==> src/rtl/ysyx_220053_pkg.sv <==
// Shared types and constants for the ysyx_220053 issue sequencer.
package ysyx_220053_pkg;

   // Register-file address width (rs1/rs2/rd fields).
   localparam int unsigned REG_ADDR_W = 5;

   // Instruction word width.
   localparam int unsigned INSTR_W = 32;

   // ebreak stops the core once it issues.
   localparam logic [INSTR_W-1:0] EBREAK_INSTR = 32'h00100073;

   // addi x0,x0,0 -- driven into the decoder whenever no instruction is held.
   localparam logic [INSTR_W-1:0] NOP_INSTR = 32'h00000013;

   // Slot occupancy state.
   typedef enum logic [1:0] {
      StEmpty,
      StValid,
      StHalt
   } id_state_e;

   function automatic logic is_ebreak(input logic [INSTR_W-1:0] instr);
      return instr == EBREAK_INSTR;
   endfunction

   function automatic logic [REG_ADDR_W-1:0] rs1_of(input logic [INSTR_W-1:0] instr);
      return instr[19:15];
   endfunction

   function automatic logic [REG_ADDR_W-1:0] rs2_of(input logic [INSTR_W-1:0] instr);
      return instr[24:20];
   endfunction

endpackage

==> src/rtl/ysyx_220053_hazard_unit.sv <==
// Load-use hazard detect: the held instruction reads a register that a load in execute
// has not yet written. Applied to every opcode, so unused rs fields can cause a stall.
module ysyx_220053_hazard_unit
   import ysyx_220053_pkg::*;
(
   input  logic                  ex_valid_i,
   input  logic                  ex_is_load_i,
   input  logic [REG_ADDR_W-1:0] ex_rd_i,
   input  logic [REG_ADDR_W-1:0] rs1_i,
   input  logic [REG_ADDR_W-1:0] rs2_i,
   output logic                  hazard_o
);

   logic rd_nonzero;
   logic rd_match;

   // x0 is never written, so a load targeting it can never create a dependency.
   always_comb begin
      rd_nonzero = (ex_rd_i != '0);
      rd_match   = (ex_rd_i == rs1_i) | (ex_rd_i == rs2_i);
      hazard_o   = ex_valid_i & ex_is_load_i & rd_nonzero & rd_match;
   end

endmodule

==> src/rtl/ysyx_220053_id_seq.sv <==
// Single-slot instruction issue sequencer between fetch and decode/execute.
// Holds one instruction, stalls it on a load-use hazard, drops it on a redirect and
// stops the core for good once ebreak issues.
module ysyx_220053_id_seq
   import ysyx_220053_pkg::*;
#(
   parameter int unsigned XLEN  = 64,
   parameter int unsigned CNT_W = 32
) (
   input  logic               clk,
   input  logic               rst_n,
   // Fetch side
   input  logic               if_valid_i,
   output logic               if_ready_o,
   input  logic [XLEN-1:0]    if_pc_i,
   input  logic [INSTR_W-1:0] if_instr_i,
   // Issue side
   output logic               id_valid_o,
   input  logic               id_ready_i,
   output logic [XLEN-1:0]    id_pc_o,
   output logic [INSTR_W-1:0] id_instr_o,
   // Execute feedback
   input  logic               ex_valid_i,
   input  logic               ex_is_load_i,
   input  logic [4:0]         ex_rd_i,
   input  logic               flush_i,
   // Status
   output logic               halted_o,
   output logic [CNT_W-1:0]   issue_cnt_o,
   output logic [CNT_W-1:0]   stall_cnt_o
);

   id_state_e          state_q, state_d;
   logic [XLEN-1:0]    pc_q, pc_d;
   logic [INSTR_W-1:0] instr_q, instr_d;
   logic [CNT_W-1:0]   issue_cnt_q, issue_cnt_d;
   logic [CNT_W-1:0]   stall_cnt_q, stall_cnt_d;

   logic hazard;
   logic st_empty;
   logic st_valid;
   logic st_halt;
   logic id_valid;
   logic id_fire;
   logic if_ready;
   logic if_fire;
   logic stall_cycle;

   ysyx_220053_hazard_unit u_hazard_unit (
      .ex_valid_i   (ex_valid_i),
      .ex_is_load_i (ex_is_load_i),
      .ex_rd_i      (ex_rd_i),
      .rs1_i        (rs1_of(instr_q)),
      .rs2_i        (rs2_of(instr_q)),
      .hazard_o     (hazard)
   );

   // Handshake decode. flush_i overrides everything so a redirected slot never issues
   // and nothing new is accepted in the redirect cycle.
   always_comb begin
      st_empty    = (state_q == StEmpty);
      st_valid    = (state_q == StValid);
      st_halt     = (state_q == StHalt);
      id_valid    = st_valid & ~hazard & ~flush_i;
      id_fire     = id_valid & id_ready_i;
      if_ready    = ~st_halt & ~flush_i & (st_empty | id_fire);
      if_fire     = if_valid_i & if_ready;
      stall_cycle = st_valid & hazard & ~flush_i;
   end

   // Slot next-state: capture on accept, drain on issue, discard on redirect, park on ebreak.
   always_comb begin
      state_d = state_q;
      pc_d    = pc_q;
      instr_d = instr_q;
      unique case (state_q)
         StEmpty: begin
            if (flush_i) begin
               pc_d    = '0;
               instr_d = NOP_INSTR;
            end else if (if_fire) begin
               state_d = StValid;
               pc_d    = if_pc_i;
               instr_d = if_instr_i;
            end
         end
         StValid: begin
            if (flush_i) begin
               state_d = StEmpty;
               pc_d    = '0;
               instr_d = NOP_INSTR;
            end else if (id_fire && is_ebreak(instr_q)) begin
               // Whatever fetch handed over in this cycle is dropped.
               state_d = StHalt;
               pc_d    = '0;
               instr_d = NOP_INSTR;
            end else if (if_fire) begin
               // Back-to-back: the slot refills in the cycle it issues.
               state_d = StValid;
               pc_d    = if_pc_i;
               instr_d = if_instr_i;
            end else if (id_fire) begin
               state_d = StEmpty;
            end
         end
         StHalt: begin
            state_d = StHalt;
         end
         default: begin
            state_d = StEmpty;
            pc_d    = '0;
            instr_d = NOP_INSTR;
         end
      endcase
   end

   // Performance counters, free-running and wrapping.
   always_comb begin
      issue_cnt_d = issue_cnt_q + {{(CNT_W-1){1'b0}}, id_fire};
      stall_cnt_d = stall_cnt_q + {{(CNT_W-1){1'b0}}, stall_cycle};
   end

   // State, slot and counter registers.
   always_ff @(posedge clk or negedge rst_n) begin
      if (!rst_n) begin
         state_q     <= StEmpty;
         pc_q        <= '0;
         instr_q     <= NOP_INSTR;
         issue_cnt_q <= '0;
         stall_cnt_q <= '0;
      end else begin
         state_q     <= state_d;
         pc_q        <= pc_d;
         instr_q     <= instr_d;
         issue_cnt_q <= issue_cnt_d;
         stall_cnt_q <= stall_cnt_d;
      end
   end

   // Output drive: the decoder sees a NOP at PC 0 unless an instruction is held.
   always_comb begin
      if_ready_o  = if_ready;
      id_valid_o  = id_valid;
      id_pc_o     = st_valid ? pc_q : '0;
      id_instr_o  = st_valid ? instr_q : NOP_INSTR;
      halted_o    = st_halt;
      issue_cnt_o = issue_cnt_q;
      stall_cnt_o = stall_cnt_q;
   end

endmodule
==> config.mk <==
export PLATFORM = sky130hd
export DESIGN_NAME = ysyx_220053_id_seq
export DESIGN_NICKNAME = d
export VERILOG_FILES = /design/src/rtl/ysyx_220053_pkg.sv /design/src/rtl/ysyx_220053_hazard_unit.sv /design/src/rtl/ysyx_220053_id_seq.sv
export SDC_FILE = /design/constraint.sdc
export NUM_CORES = 1
export LEC_CHECK = 0
export ABC_CLOCK_PERIOD_IN_PS = 3300
export BUFFER_PORTS_ARGS = -buffer_cell sky130_fd_sc_hd__buf_4
export CORE_MARGIN = 1.5
export CORE_UTILIZATION = 35
export CTS_CLUSTER_DIAMETER = 200
export DETAILED_ROUTE_END_ITERATION = 8
export SETUP_SLACK_MARGIN = 0.15
export SLEW_MARGIN = 25
export SYNTH_ARGS = -nofsm -noshare
export SYNTH_HDL_FRONTEND = slang
export SYNTH_SLANG_ARGS = --single-unit
==> constraint.sdc <==
create_clock -name clk -period 3.3 [get_ports clk]
set_input_delay 0.495 -clock clk [delete_from_list [all_inputs] [get_ports clk]]
set_output_delay 0.495 -clock clk [all_outputs]
set_load 0.02 [all_outputs]
; Word level (Yosys, flattened, before mapping)
; Cells that the tools add are included.
[totals]
input_bits = 108
register_bits = 162
wordCells = 54
output_inout_bits = 163
[op_classes]
n_eq_ne = 8
n_reduce_logical = 4
bitwise = 16
muxes = 19
addsub = 2
[op_table]
columns = op, count
row1 = $mux W64, 5
row2 = $pmux W64 S3, 1
row3 = $mux W32, 5
row4 = $pmux W32 S3, 1
row5 = $add A32 B1 Y32, 2
row6 = $eq A32 B21 Y1 const B, 1
row7 = $mux W2, 6
row8 = $and A1 B1 Y1, 11
row9 = $eq A5 B5 Y1, 2
row10 = $pmux W2 S3, 1
row11 = $ne A5 B2 Y1 const B, 1
row12 = $reduce_bool A5 Y1, 1
row13 = $not A1 Y1, 3
row14 = $reduce_and A3 Y1, 1
row15 = $eq A2 B1 Y1 const B, 1
row16 = $eq A2 B2 Y1 const B, 1
row17 = $logic_not A2 Y1, 1
row18 = $ne A2 B1 Y1 const B, 1
row19 = $ne A2 B2 Y1 const B, 1
row20 = $or A1 B1 Y1, 2
row21 = $logic_and A1 B1 Y1, 1

; Longest topological paths before layout
[depth]
ltp_word = 14
depth_mapped = 13
ltp_nobuf = 13

; Hierarchy
; Synthesis repeated with hierarchy kept, for this count alone.
[unflattened]
cells_unflattened = 678
area_unflattened_um2 = 7302.0
[modules_own_cells]
columns = module, cells_per_inst, seq_area_each_um2, area_each_um2, n_inst
row1 = ysyx_220053_id_seq, 661, 4057.6, 7169.4, 1
row2 = ysyx_220053_hazard_unit, 17, 0.0, 132.6, 1

; Worst setup path before layout
; No wires, ideal clock.
[synth_path]
path_type = input port to flip-flop
from = input port ex_rd_i[0]
to = register issue_cnt_q[26] (netlist: issue_cnt_o[26])
t_arrival_ns = 3.189
path_buffers = 0
setup_ns = 0.080
setup_slack_ns = 0.032
path_stages = 12
path_cell_list = or4_1 -> o211ai_2 -> or2_2 -> nor2b_1 -> and2_1 -> ha_1 -> ha_1 -> nand3_1 -> nor3_1 -> nand3_1 -> nor2_1 -> xor2_1
[synth_via]
elab_chain_cells = 8
word_cells_on_any_way = 11
classes_between = add/sub: 1 / eq/ne: 2 / bitwise: 7 / reduce/logical: 1
[synth_rtl]
columns = item, line_no
row1 = "start, declared", ysyx_220053_id_seq.sv:25  ; input logic [4:0] ex_rd_i,
row2 = $eq A5 B5 Y1 or $reduce_bool A5 Y1 (tied branches), "ysyx_220053_hazard_unit.sv:20, ysyx_220053_hazard_unit.sv:19"
row3 = $or A1 B1 Y1 or $and A1 B1 Y1 (tied branches), "ysyx_220053_hazard_unit.sv:20, ysyx_220053_hazard_unit.sv:21"
row4 = $and A1 B1 Y1 *, ysyx_220053_hazard_unit.sv:21  ; hazard_o = ex_valid_i & ex_is_load_i & rd_nonzero & rd_match;
row5 = $not A1 Y1 *, ysyx_220053_id_seq.sv:64  ; id_valid = st_valid & ~hazard & ~flush_i;
row6 = $and A1 B1 Y1 * (2 in series), ysyx_220053_id_seq.sv:64
row7 = net id_valid_o, ysyx_220053_id_seq.sv:18  ; output logic id_valid_o,
row8 = $and A1 B1 Y1 *, ysyx_220053_id_seq.sv:65  ; id_fire = id_valid & id_ready_i;
row9 = $add A32 B1 Y32 *, ysyx_220053_id_seq.sv:119  ; issue_cnt_d = issue_cnt_q + {{(CNT_W-1){1'b0}}, id_fire};
row10 = net issue_cnt_d[26], ysyx_220053_id_seq.sv:36  ; logic [CNT_W-1:0] issue_cnt_q, issue_cnt_d;
row11 = "end signal, assigned", ysyx_220053_id_seq.sv:135  ; issue_cnt_q <= issue_cnt_d;
row12 = "end, declared", ysyx_220053_id_seq.sv:36
; The timed path passes the listed nets; every way through them passes the cells marked *.
; A chain may end at the register's enable or synchronous reset.

; Worst setup path after layout
[layout_path]
from = register instr_q[15]
to = register stall_cnt_q[31] (netlist: stall_cnt_o[31])
[layout_via]
elab_chain_cells = 6
[layout_rtl]
columns = item, line_no
row1 = "start, declared", ysyx_220053_id_seq.sv:35  ; logic [INSTR_W-1:0] instr_q, instr_d;
row2 = "start signal, assigned", ysyx_220053_id_seq.sv:134  ; instr_q <= instr_d;
row3 = $eq A5 B5 Y1, ysyx_220053_hazard_unit.sv:20  ; rd_match = (ex_rd_i == rs1_i) | (ex_rd_i == rs2_i);
row4 = $or A1 B1 Y1, ysyx_220053_hazard_unit.sv:20
row5 = $and A1 B1 Y1, ysyx_220053_hazard_unit.sv:21
row6 = $and A1 B1 Y1 (2 in series), ysyx_220053_id_seq.sv:68  ; stall_cycle = st_valid & hazard & ~flush_i;
row7 = $add A32 B1 Y32, ysyx_220053_id_seq.sv:120  ; stall_cnt_d = stall_cnt_q + {{(CNT_W-1){1'b0}}, stall_cycle};
row8 = net stall_cnt_d[31], ysyx_220053_id_seq.sv:37  ; logic [CNT_W-1:0] stall_cnt_q, stall_cnt_d;
row9 = "end signal, assigned", ysyx_220053_id_seq.sv:136  ; stall_cnt_q <= stall_cnt_d;
row10 = "end, declared", ysyx_220053_id_seq.sv:37
; The timed path passes the listed nets, and every way through them passes these cells.

==> impl_metrics.tcl <==
set metrics [dict create \
    period_needed_ns 2.96 \
    grt-ovfl-total 0 \
    peakVddDrop_uv 379 \
    synth-edff-count 0 \
    crit_path_start "instr_q[15]" \
    rsz0062_at_grt "false" \
    skew_ns 0.0122 \
    crit_chain "xor2_1 > nor3_1 > a22oi_1 > or2_2 > nor2_2 > ha_2 > buf_4 > nand4_1 > nor3_1 > buf_4 > nand4_1 > nor2_1 > xor2_1" \
    path_max_fanout 4 \
    p_clk_share_pct 42.8 \
    dpl.hpwl_um 15200 \
    synth-seq-cells 162 \
    finalMaxSlewViolations 0 \
    cts_tree "built" \
    cts-buffers-inserted 17 \
    antenna_found_initial 0 \
    placedCellCount 1331 \
    switching_share_pct 27.1 \
    required_ns 3.64 \
    synth_fp_nets 921 \
    p_int_mw 3.53 \
    yosysWarnings 0 \
    max_slew_margin_pct 42.0 \
    drive_gt1_share_pct 31.5 \
    synthesis.area_um2 7700 \
    rr_endpoint "stall_cnt_o[31]" \
    root_buffer "clkbuf_16" \
    synthTopCellsByArea "dfrtp_1, and2_1, nand3_1, a21oi_1, nand2_1" \
    synth_top_area_share_pct 51.7 \
    cpMaxStageDelayCell "dfrtp_1" \
    place_area_um2 10100 \
    die_h_um 151 \
    async_flop_share_pct 100 \
    reg2reg_slack_ns 0.34 \
    ys_top_cells_by_count "dfrtp_1, nand2_1, nand3_1, and2_1, a21oi_1" \
    postSynthAreaPerCell_um2 9.52 \
    crit_path_start_kind "flip-flop" \
    period_share_pct 89.8 \
    start_util_pct 35.5 \
    finalHoldViolCount 0 \
    max_stage_delay_ns 0.43 \
    ys_seq_area_share_pct 52.7 \
    ys.flop_type "dfrtp_1" \
    seq_power_share_pct 44.5 \
    synthMostInstantiatedCell "dfrtp_1" \
    die_w_um 151 \
    post-route-cell-area_um2 10700 \
    cts_buffer_depth 2 \
    combPwrFrac_pct 12.7 \
    worst-slew-pin-transition_ns 0.870 \
    core_area_um2 21700 \
    dieArea_um2 22900 \
    area_growth_pct 39.0 \
    track_usage_pct 19.6 \
    portBuffers 270 \
    first_pass_iters 4 \
    min_path_type "in -> async" \
    instances_no_fill 1363 \
    syn_inst 809 \
    diodes 0 \
    globalplace.congestion 0.759 \
    status "completed" \
    num_io_pins 271 \
    route.vias.total 6673 \
    clk_latency_ns 0.42 \
    wl_per_cell_um 16.4 \
    drt-total-wl_um 22400 \
    nets 1182 \
    grt_max_degree 97 \
    power.leakage_nw 5.23 \
    rows 54 \
    worst_r2r_path_depth 13 \
    cts.clk_slew.worst_paths_ns 0.07 \
    power.switching_mw 1.31 \
    end_kind "flip-flop" \
    setup_violations 0 \
    worstPathArrival_ns 3.30 \
    drc 0 \
    grt_pass1_vias 6457 \
    post_cts_buffers 0 \
    grt_pass1_wl_um 34700 \
    cts.sinks 162 \
    powerDensity_nw_per_um2 453 \
    fmaxAchievable_mhz 338 \
    synth.distinct_cells 37 \
    antenna_left 0 \
    r2r-start "instr_q[15]" \
    drt_iter0_markers 346 \
    crit_type "reg -> reg" \
    final_core_utilization_pct 49.4 \
    via_per_inst 4.90 \
    maxCapViolCount 0 \
    yosysTopAreaCell "dfrtp_1" \
    htree_levels 4 \
]
==> placed cells by master, fill, tap and decap left out, drive strengths merged, types with 7 or more instances in the layout <==
cell      n
buf     293
dfrtp   159
nand2   120
nand3   118
and2     96
a21oi    94
xnor2    42
xor2     28
nor2     23
clkbuf   19
nand4    15
and3     13
inv      10
nand2b    7
==> what timing repair did <==
action                     in CTS  in global routing
setup endpoints to repair       0                  7
hold buffers                    0                  0
resized for setup               0                  5
==> metrics by stage <==
stage                     setup WS, ns  power, mW  hold WS [ns]  TNS (ns)
final                            0.338       4.84        0.0131         0
after global routing             0.169       5.06        0.0433         0
after CTS                        0.168       4.91        0.0324         0
after detailed placement       -0.0266       2.82         0.463   -0.0660
after global placement          0.0969       2.81         0.462         0
after floorplan                  0.156       2.49         0.199         0
==> layout make-up <==
cell class	count	area, µm²
clock buffers	19	453
clock inverters	13	158
fillers	2090	11000
inverters	1	3.75
multi-input cells	595	3430
flip-flops and latches	162	4060
well taps	280	350
repair buffers	293	2250
==> state kept, by name, indices dropped and copies added, names as in the netlist <==
name,count
pc_q,64
instr_q,32
issue_cnt_o,32
stall_cnt_o,32
state_q,2
==> cell families (layout without fill, tap and decap cells) <==
family / count (synthesis) / in the layout / share of synthesized area (%)
xor gates and xnor gates: 70 / 70 / 7.96
AOI/OAI and AO/OA: 104 / 104 / 7.64
and+or+nand+nor: 417 / 417 / 27.5
DFF: 162 / 162 / 52.7
adders and majority gates: 4 / 4 / 0.650
buffers and inverters: 52 / 326 / 3.51
==> metal layers <==
layer	vias up	GRT usage, %	wire [µm]
met5	-	0	0
met4	0	4.37	125
met3	11	6.72	1900
met2	212	31.8	11000
met1	3198	25.1	9310
li1	3252	-	-
==> worst max-delay path by stage <==
stage / to / cells past startpoint / slack [ns]
2_1_floorplan: issue_cnt_o[26] / 12 / 0.16
3_3_place_gp: stall_cnt_o[28] / 13 / 0.1
3_5_place_dp: stall_cnt_o[30] / 13 / -0.03
4_1_cts: stall_cnt_o[30] / 12 / 0.17
5_1_grt: stall_cnt_o[29] / 13 / 0.17
6_report: stall_cnt_o[31] / 13 / 0.34
==> power groups by stage <==
stage | logic [mW] | registers (mW) | clock network, mW
floorplan | 0.286 | 2.20 | 0
global placement | 0.623 | 2.19 | 0
detailed placement | 0.628 | 2.19 | 0
CTS | 0.630 | 2.15 | 2.13
global route | 0.678 | 2.17 | 2.21
finish | 0.616 | 2.15 | 2.07
==> worst max-delay path: cells and delay by family (launching register included) <==
family                     cells  cell delay (ns)
and+or+nand+nor                7             1.50
DFF                            1             0.43
xor gates and xnor gates       2             0.32
buffers and inverters          2             0.27
adders and majority gates      1             0.21
AOI/OAI and AO/OA              1             0.14
Note: power is estimated with default switching activity, not from simulation.
